### src/rtl/mem_block_writer.sv
// mem_block_writer: packs a scalar word stream into memory blocks of up to
// BLOCK_SIZE words. Each block goes out as one registered, single-cycle write.
// The lowest address of a block sits in the most significant slot of o_data_w.
module mem_block_writer #(
    parameter int SIZE       = 32,
    parameter int BLOCK_SIZE = 5,
    parameter int ADDR_SIZE  = 24,
    parameter int LEN_W      = 16
) (
    input  logic                               i_clk,
    input  logic                               i_rst_n,
    input  logic                               i_cmd_valid,
    output logic                               o_cmd_ready,
    input  logic [ADDR_SIZE-1:0]               i_cmd_addr,
    input  logic [LEN_W-1:0]                   i_cmd_len,
    input  logic                               i_data_valid,
    output logic                               o_data_ready,
    input  logic [SIZE-1:0]                    i_data,
    output logic                               o_wr_en,
    output logic [ADDR_SIZE-1:0]               o_addr_w,
    output logic [BLOCK_SIZE-1:0][SIZE-1:0]    o_data_w,
    output logic [$clog2(BLOCK_SIZE)-1:0]      o_wr_size,
    output logic                               o_busy,
    output logic                               o_done
);

    localparam int SLOT_W = $clog2(BLOCK_SIZE);

    typedef enum logic {
        IDLE = 1'b0,
        FILL = 1'b1
    } state_t;

    state_t                          state;
    state_t                          state_nxt;
    logic [ADDR_SIZE-1:0]            run_addr;
    logic [LEN_W-1:0]                remaining;
    logic [SLOT_W-1:0]               slot_cnt;
    logic [BLOCK_SIZE-1:0][SIZE-1:0] pack_buf;
    logic [BLOCK_SIZE-1:0][SIZE-1:0] pack_fill;
    logic                            cmd_fire;
    logic                            data_fire;
    logic                            last_word;
    logic                            blk_close;
    logic                            zero_cmd;

    // State register.
    always_ff @(posedge i_clk or negedge i_rst_n) begin
        if (!i_rst_n) begin
            state <= IDLE;
        end else begin
            state <= state_nxt;
        end
    end

    // Next state: a non-empty command starts filling, closing the last block ends it.
    always_comb begin
        state_nxt = state;
        case (state)
            IDLE:    if (cmd_fire && (i_cmd_len != '0)) state_nxt = FILL;
            FILL:    if (blk_close && last_word)        state_nxt = IDLE;
            default: state_nxt = IDLE;
        endcase
    end

    // Handshake decode and block-close conditions for the current cycle.
    always_comb begin
        cmd_fire  = i_cmd_valid && o_cmd_ready && (state == IDLE);
        data_fire = i_data_valid && o_data_ready && (state == FILL);
        last_word = (remaining == LEN_W'(1));
        blk_close = data_fire && (last_word || (slot_cnt == SLOT_W'(BLOCK_SIZE - 1)));
        zero_cmd  = cmd_fire && (i_cmd_len == '0);
    end

    // Buffer image with the incoming word dropped into slot BLOCK_SIZE-1-slot_cnt.
    always_comb begin
        pack_fill = pack_buf;
        for (int i = 0; i < BLOCK_SIZE; i++) begin
            if (slot_cnt == SLOT_W'(BLOCK_SIZE - 1 - i)) pack_fill[i] = i_data;
        end
    end

    // Registered handshake and status outputs follow the upcoming state.
    always_ff @(posedge i_clk or negedge i_rst_n) begin
        if (!i_rst_n) begin
            o_cmd_ready  <= 1'b0;
            o_data_ready <= 1'b0;
            o_busy       <= 1'b0;
            o_done       <= 1'b0;
        end else begin
            o_cmd_ready  <= (state_nxt == IDLE);
            o_data_ready <= (state_nxt == FILL);
            o_busy       <= (state_nxt == FILL);
            o_done       <= zero_cmd || (blk_close && last_word);
        end
    end

    // Packing datapath: the buffer is cleared on every close so unused slots go out as zero.
    always_ff @(posedge i_clk or negedge i_rst_n) begin
        if (!i_rst_n) begin
            run_addr  <= '0;
            remaining <= '0;
            slot_cnt  <= '0;
            pack_buf  <= '0;
            o_wr_en   <= 1'b0;
            o_addr_w  <= '0;
            o_data_w  <= '0;
            o_wr_size <= '0;
        end else begin
            o_wr_en <= blk_close;
            if (cmd_fire) begin
                run_addr  <= i_cmd_addr;
                remaining <= i_cmd_len;
                slot_cnt  <= '0;
                pack_buf  <= '0;
            end else if (data_fire) begin
                remaining <= remaining - LEN_W'(1);
                if (blk_close) begin
                    o_data_w  <= pack_fill;
                    o_wr_size <= slot_cnt + SLOT_W'(1);
                    o_addr_w  <= run_addr;
                    run_addr  <= run_addr + ADDR_SIZE'(slot_cnt) + ADDR_SIZE'(1);
                    slot_cnt  <= '0;
                    pack_buf  <= '0;
                end else begin
                    pack_buf <= pack_fill;
                    slot_cnt <= slot_cnt + SLOT_W'(1);
                end
            end
        end
    end

endmodule

### config.mk
export PLATFORM = sky130hd
export DESIGN_NAME = mem_block_writer
export DESIGN_NICKNAME = d
export VERILOG_FILES = /design/src/rtl/mem_block_writer.sv
export SDC_FILE = /design/constraint.sdc
export NUM_CORES = 1
export LEC_CHECK = 0
export CORE_ASPECT_RATIO = 1.2
export CORE_MARGIN = 2
export CORE_UTILIZATION = 50
export DETAILED_ROUTE_END_ITERATION = 10
export PLACE_DENSITY = 0.81
export RECOVER_POWER = 25
export SETUP_SLACK_MARGIN = 0.5
export SYNTH_ARGS = -nofsm -noshare
export SYNTH_HDL_FRONTEND = slang
export SYNTH_SLANG_ARGS = --single-unit
### constraint.sdc
create_clock -name i_clk -period 3.2 [get_ports i_clk]
set_input_delay 0.32 -clock i_clk [delete_from_list [all_inputs] [get_ports i_clk]]
set_output_delay 0.32 -clock i_clk [all_outputs]
set_load 0.02 [all_outputs]
Word level (Yosys, flattened, before mapping)

Index checks and enable logic that the tools add are counted.

Bits of input ports: 76
Memory bits (writable): 0
ROM bits: 0
Latch bits: 0
Memories kept: 0
Logic and storage cells: 67
Output and inout port bits: 192
Bits in registers: 394

Bitwise operators: 3
Multiply operators: 0
Mux-type cells: 19
Div/mod/pow operators: 0
Equal/unequal tests: 5
Add/subtract/negate cells: 4
Reduce and logical (&&, ||, !) cells: 17
Shifts and indexed selects: 0
Magnitude comparators: 0

Operator list:

| operator                                            | count |
|---|---|
| 2-to-1 mux 160 bit                                  | 3 |
| 2-to-1 mux 32 bit                                   | 5 |
| 2-to-1 mux 24 bit                                   | 3 |
| 2-to-1 mux 16 bit                                   | 2 |
| adder 24 x 1 -> 24 bit (second input constant)      | 1 |
| adder 24 x 3 -> 24 bit                              | 1 |
| == test 16 x 1 -> 1 bit (second input constant)     | 1 |
| logical NOT 16 bit                                  | 1 |
| nonzero test 16 bit                                 | 1 |
| subtractor 16 x 1 -> 16 bit (second input constant) | 1 |
| 2-to-1 mux 3 bit                                    | 3 |
| logical AND 1 bit                                   | 8 |
| == test 3 x 2 -> 1 bit (second input constant)      | 2 |
| nonzero test 2 bit                                  | 2 |
| adder 3 x 1 -> 3 bit (second input constant)        | 1 |
| == test 3 x 1 -> 1 bit (second input constant)      | 1 |
| == test 3 bit (second input constant)               | 1 |
| logical NOT 3 bit                                   | 1 |
| NOT 1 bit                                           | 3 |
| AND reduction 3 bit                                 | 1 |
| logical OR 1 bit                                    | 2 |
| 2-to-1 mux 1 bit                                    | 2 |
| case mux 1 bit (2 select lines)                     | 1 |
| AND reduction 2 bit                                 | 1 |

Depth between registers and ports, before layout

Gate-level depths: netlist (run 1).

Depth in word-level cells: 7
Depth in mapped cells: 9
Depth with buffers taken out: 9

Worst setup path before layout (run 1)

Ideal clock, no wire load.

Kind: reg-to-reg
Start point: reg remaining[4]
End point: reg pack_buf[105] (netlist name)
Required time: 3079 ps
Clock period less this slack: 2553 ps
Library setup time: 121 ps
Path slack: 647 ps
Buffers on the path: 1
Data arrival time: 2432 ps
Stages on the path, launching flop included: 7
Path through: dfrtp_1 -> or4_4 -> or4_4 -> o211ai_1 -> nor2_1 -> buf_2 -> a22o_1

Longest elaborated chain between the ends: 6

Ends and longest elaborated chain:

| what                    | RTL line | source |
|---|---|---|
| start, declared         | 37       | `logic [LEN_W-1:0] remaining;` |
| start signal, assigned  | 113      | `remaining <= i_cmd_len;` |
| start signal, assigned  | 117      | `remaining <= remaining - LEN_W'(1);` |
| == test 16 x 1 -> 1 bit | 70       | `last_word = (remaining == LEN_W'(1));` |
| logical OR 1 bit        | 71       | `blk_close = data_fire && (last_word \|\| (slot_cnt == SLOT_W'(BLOCK_SIZE - 1)));` |
| logical AND 1 bit       | 71       |  |
| 2-to-1 mux 160 bit      | 118      | `if (blk_close) begin` |
| 2-to-1 mux 160 bit      | 116      | `end else if (data_fire) begin` |
| 2-to-1 mux 160 bit      | 111      | `if (cmd_fire) begin` |
| end signal, assigned    | 126      | `pack_buf <= pack_fill;` |
| end, declared           | 39       | `logic [BLOCK_SIZE-1:0][SIZE-1:0] pack_buf;` |

No other way between the ends. The select of a mux whose other input is x is not followed.
A chain may end at the register's enable or synchronous reset.

Worst setup path in the final report (run 1)

Start point: reg remaining[4]
End point: reg pack_buf[113] (netlist name)

Same word-level chain as after synthesis.

==> flow_summary.ini, run 1 <==
[clock_network]
cts_root_buffer = clkbuf_16
cts_buffers = 40
cts_tree = done
clk_pin_slew_ns = 0.06
cts_max_path_buffers = 3
cts_max_level = 2
cts_sinks = 394
clk-insertion-delay-late_ns = 0.55

[power_and_ir_drop]
ir_drop_mv = 0.735
p_switching_mw = 8.36
p_seq_frac = 0.384
p_leak_nw = 9.55
powerDensity_nw_per_um2 = 1010
switching_share = 0.378
internal_power_mw = 13.8
comb_power_share = 0.405
finalPower_mw = 22.1
power_frac_clock = 0.212

[placed_design]
dp_cells = 2261
place.gp.congestion = 0.855
dpl.hpwl_um = 33700
dpl_cell_area_um2 = 20400
io_buffers = 267

[worst_setup_path]
crit_path_start_kind = flip-flop
cpPeakStageDelay_ns = 0.54
crit_slowest_cell = or4_4
worstSetupPathType = flip-flop to flip-flop
arrival_ns = 3.10
path_buf_inv = 4
worst-path-max-fanout = 16
required_ns = 3.63
cp_cell_sequence = or4_4, or4_4, buf_4, o211ai_1, buf_4, buf_4, o21ai_1, buf_4, a22o_1
path_delay_family = simple AND/OR/NAND/NOR gates
regToRegSetupSlack_ns = 0.53
endpoint_kind = flip-flop
cpMostUsedCell = buf_4

[layout]
drive_gt1_frac = 0.0846
finish.utilization = 0.645
stdcell_count = 2347
fin_nets = 1947
final_common_cell = dfrtp_1
fill_cells = 2663
final_cell_mix = dfrtp_1 (394), o21ai_0 (347), clkdlybuf4s50_1 (266), nand2_1 (201), mux2i_1 (160)
syn2layout_area_growth_pct = 26.8
antennaDiodeCount = 0
fin_area_um2 = 22000

[sta]
min_period_over_period = 0.835
finalClockSkew_ns = 0.0124
fin_setup_tns_ns = 0
setup_viol = 0
drv_slew = 93
fmaxAchievable_ghz = 0.374
rsz0062_at_grt = true
relSlewSlack = -0.571
worstMarginPinSlew_ns = 2.36
fin_crit_ns = 2.67
hold_viol_final = 0

[route]
drt_pass1_iterations = 5
drt_iter0_markers = 1860
vias_per_cell = 6.23
via_count = 14631
ant_nets = 0
drc = 0
wl_um = 55600
post_drt_wl_per_cell_um = 23.7

[outcome]
violations = max-capacitance violations, max-slew violations
status = complete, but fails checks

[logic_synthesis]
syn-cell-area_um2 = 17300
synthFlopType = dfrtp_1
ys_seq_elements = 394
ys_warn_count = 0
synth_top_cell_by_area = dfrtp_1
syn_area_per_cell_um2 = 10.4
ys_types = 45
seq_area_frac_synth = 0.569
async_flop_share = 1.00
synth_area_leaders = dfrtp_1 (57%), o21ai_0 (10%), mux2i_1 (9.2%)
syn-num-nets = 1751
synth-edff-count = 0
netlist_instances = 1664
netlist.area_leader.share = 0.569

[global_route]
grt_max_degree = 130
grt_pass1_wl_um = 85200
grt.total_usage = 0.302
grt_overflow = 0
antenna_found_initial = 2
grt_pass1_vias = 14679

[floorplanning]
core_area_um2 = 34100
rows = 74
io_pins = 268
start_util = 0.508
die_h_um = 208
fp.dieW_um = 174
dieArea_um2 = 36200

[min_path]
hp-class = input pin to flip-flop

[flow_run]
cap_viol_max_count = 1
[cells by family after synthesis]
family                     Yosys count  synth area share
DFF                                394             0.569
buffers and inverters              173            0.0397
AOI/OAI and AO/OA                  558             0.182
xor gates and xnor gates            13           0.00657
muxes                              183             0.107
adders and majority gates           11           0.00838
and+or+nand+nor                    332            0.0867
[final timing paths]
kind                                                from                         to  cells after the start
worst max-delay path            remaining[4]$_DFFE_PN0P_  pack_buf[113]$_DFFE_PN0P_                      9
worst min-delay path                       i_cmd_addr[9]    run_addr[9]$_DFFE_PN0P_                      3
worst max register to register  remaining[4]$_DFFE_PN0P_  pack_buf[113]$_DFFE_PN0P_                      9
worst min register to register  o_data_w[21]$_DFFE_PN0P_   o_data_w[21]$_DFFE_PN0P_                      2
max in group asynchronous                        i_rst_n   o_data_w[88]$_DFFE_PN0P_                      2
min in group asynchronous                        i_rst_n   o_data_w[42]$_DFFE_PN0P_                      2
[cells in the mapped netlist (2+ instances only)]
library cell	count
buf_1	16
a21oi_1	86
nand3b_1	3
buf_6	2
nor2_1	39
and3b_1	2
dfrtp_1	394
clkbuf_1	123
nor2b_1	2
and4_1	2
or4_1	17
or4_4	2
and2_1	3
nand3_1	13
o22ai_1	2
inv_1	15
nand2_1	204
or3_1	6
a22o_1	66
mux2i_1	160
o31ai_1	15
o21ai_0	349
o211ai_1	8
ha_1	10
nand4_1	7
a31oi_1	22
and3_1	14
nor4_1	11
xnor2_1	11
buf_2	16
o21ai_1	3
xor2_1	2
nor3_1	3
nand2b_1	3
mux2_2	23
[per-layer routing]
metal / track usage / share of wire / vias up
met2: 0.471 / 0.46 / 870
met1: 0.405 / 0.39 / 7291
met5: 0 / 0.00054 / -
met4: 0.135 / 0.047 / 4
met3: 0.0698 / 0.10 / 168
li1: - / - / 6298
[registers in the layout, indices dropped and copies added (netlist names)]
name	cells
remaining	16
o_wr_en	1
run_addr	24
o_data_w	160
slot_cnt	3
o_addr_w	24
o_cmd_ready	1
o_busy	1
o_wr_size	3
o_done	1
pack_buf	160
[power groups by stage]
stage / Sequential (mW) / Combinational, mW / Clock, mW
after floorplan: 9.28 / 3.87 / 0
after global placement: 8.39 / 8.36 / 0
after detailed placement: 8.45 / 8.64 / 0
after CTS: 8.43 / 8.86 / 4.73
after global routing: 8.68 / 9.63 / 4.93
final: 8.49 / 8.95 / 4.68
[area by class of cell]
cell class	count	area, µm²	area share
clock buffer	56	1190	0.0543
clock inverter	17	128	0.00581
inverter	15	56.3	0.00256
multi-input combinational	1098	6860	0.313
sequential	394	9860	0.449
tap	456	571	0.0260
timing repair buffer	311	3290	0.150
[timing repair]
item | 4_1_cts | 5_1_grt
endpoints found under the hold margin | 92 | 0
gates resized for setup | 1 | 19
cloned | 4 | 3
endpoints found under the setup margin | 250 | 137
setup buffers | 1 | 4
hold buffers | 1 | 0
pin swaps | 4 | 16
[stage by stage]
step           setup WS (ns)  hold slack, ns
3_5_place_dp           0.255           0.425
4_1_cts                0.512           0.341
6_report               0.528           0.350
3_3_place_gp           0.343           0.413
2_1_floorplan          0.647          0.0244
5_1_grt                0.281           0.356
[worst min-delay path, stage by stage]
cell and delay (ns):
clkdlybuf4s50_1 0.40, nand2_1 0.06, nand3_1 0.06
(Power assumes the default switching activity.)
==> run 2, diff against run 1 <==
- CORE_UTILIZATION: 50 -> 49
- PLACE_DENSITY: 0.81 -> 0.83
- clock period: 3.2 -> 2.3 ns (I/O delays scaled with it)
==> flow_summary.ini, run 2 (synthesis gave the netlist of run 1 again) <==
[outcome]
status = complete, but fails checks
violations = max-capacitance violations, max-slew violations, negative setup slack

[route]
drc = 0
post_drt_wl_per_cell_um = 24.5
via_count = 15036
vias_per_cell = 6.23
drt_pass1_iterations = 8
ant_nets = 0
wl_um = 59000
drt_iter0_markers = 1810

[min_path]
hp-class = input pin to flip-flop

[placed_design]
io_buffers = 267
dpl.hpwl_um = 34300
pre_cts_ws_ns = -0.378
place.gp.congestion = 0.840
dp_cells = 2310

[sta]
fin_setup_tns_ns = -70.14
drv_slew = 71
worstMarginPinSlew_ns = 1.77
fmaxAchievable_ghz = 0.384
fin_crit_ns = 2.60
rsz0062_at_grt = true
finalClockSkew_ns = 0.0286
min_period_over_period = 1.13
fin_ws_ns = -0.303
hold_viol_final = 0
setup_viol = 374
relSlewSlack = -0.179

[layout]
antennaDiodeCount = 0
syn2layout_area_growth_pct = 31.1
fin_nets = 2008
fill_cells = 2615
final_cell_mix = dfrtp_1 (394), clkdlybuf4s50_1 (266), o21ai_0 (263), nand2_1 (201), mux2i_1 (160)
drive_gt1_frac = 0.116
finish.utilization = 0.651
top_regs = o_data_w (160), pack_buf (160)
stdcell_count = 2412
final_common_cell = dfrtp_1

[worst_setup_path]
crit_slowest_cell = or4_4
arrival_ns = 3.02
cp_cell_sequence = or4_4, or4_4, o21a_4, buf_8, nand2b_4, buf_4, mux2_2
cpMostUsedCell = or4_4
worst-path-max-fanout = 9
required_ns = 2.72
crit_path_start_kind = flip-flop
cpPeakStageDelay_ns = 0.54
endpoint_kind = flip-flop
worstSetupPathType = flip-flop to flip-flop

[floorplanning]
fp.dieW_um = 176
io_pins = 268
die_h_um = 210
dieArea_um2 = 36900
start_util = 0.496
core_area_um2 = 34900
rows = 75

[clock_network]
cts_max_path_buffers = 3
cts_sinks = 394
cts_buffers = 39
clk_pin_slew_ns = 0.06
cts_max_level = 2
clk-insertion-delay-late_ns = 0.56
cts_root_buffer = clkbuf_16
cts_tree = done

[power_and_ir_drop]
switching_share = 0.379
p_seq_frac = 0.371
p_leak_nw = 9.90
power_frac_clock = 0.205
internal_power_mw = 19.7
p_switching_mw = 12.0
comb_power_share = 0.424
powerDensity_nw_per_um2 = 1390
ir_drop_mv = 0.919

[global_route]
grt_pass1_wl_um = 82600
grt_pass1_vias = 14427
grt_overflow = 0
antenna_found_initial = 1
grt.total_usage = 0.289
grt_max_degree = 108

[flow_run]
cap_viol_max_count = 1
==> run 2: routing by layer <==
layer,up-vias,global-route usage,share of wire
li1,6421,-,-
met1,7470,0.382,0.38
met5,-,0,0
met2,974,0.457,0.47
met3,171,0.0557,0.10
met4,0,0.146,0.052
==> run 2: power by group through the flow <==
stage	logic, mW	clock network [mW]	registers, mW
6_report	13.4	6.47	11.7
2_1_floorplan	5.42	0	12.9
3_3_place_gp	12.1	0	11.5
3_5_place_dp	12.5	0	11.7
4_1_cts	12.7	6.50	11.6
5_1_grt	14.3	6.77	12.0
==> run 2: final timing paths <==
| kind | start | to | slack (ns) | cells after the start |
|---|---|---|---|---|
| worst max-delay path | remaining[5]$_DFFE_PN0P_ | o_addr_w[3]$_DFFE_PN0P_ | -0.30 | 7 |
| worst min-delay path | i_cmd_addr[9] | run_addr[9]$_DFFE_PN0P_ | 0.27 | 3 |
| worst max register to register | remaining[5]$_DFFE_PN0P_ | o_addr_w[3]$_DFFE_PN0P_ | -0.30 | 7 |
| worst min register to register | o_data_w[48]$_DFFE_PN0P_ | o_data_w[48]$_DFFE_PN0P_ | 0.50 | 2 |
| max in group asynchronous | i_rst_n | pack_buf[151]$_DFFE_PN0P_ | 0.18 | 3 |
| min in group asynchronous | i_rst_n | remaining[9]$_DFFE_PN0P_ | 0.72 | 2 |
==> run 2: critical path: cells and delay by family (launching register included) <==
| kind | cells | cell delay (ns) |
|---|---|---|
| compound gates | 1 | 0.27 |
| flops | 1 | 0.38 |
| buf+inv | 2 | 0.33 |
| mux | 1 | 0.27 |
| simple gates | 3 | 1.22 |
==> run 2: timing repair <==
item	CTS	global route
buffers inserted	2	8
pin swaps	6	16
gates resized for setup	15	115
setup endpoints to repair	411	431
endpoints found under the hold margin	63	0
hold buffers	1	0
cloned	1	20
==> run 2: stage by stage <==
stage | hold slack [ns] | area [µm²] | power, mW
final | 0.272 | 22700 | 31.6
after global routing | 0.305 | 22700 | 33.0
after CTS | 0.262 | 22200 | 30.8
after detailed placement | 0.245 | 20900 | 24.2
after global placement | 0.249 | 20900 | 23.7
after floorplan | -0.0656 | 17400 | 18.3
==> run 2: area by class of cell <==
type / count / area (µm²) / area share
flip-flops and latches: 394 / 9860 / 0.434
clock buffers: 56 / 1120 / 0.0493
multi-input cells: 1101 / 7000 / 0.308
well taps: 462 / 578 / 0.0254
repair buffers: 370 / 3950 / 0.174
clock inverters: 14 / 160 / 0.00705
inverters: 15 / 56.3 / 0.00248
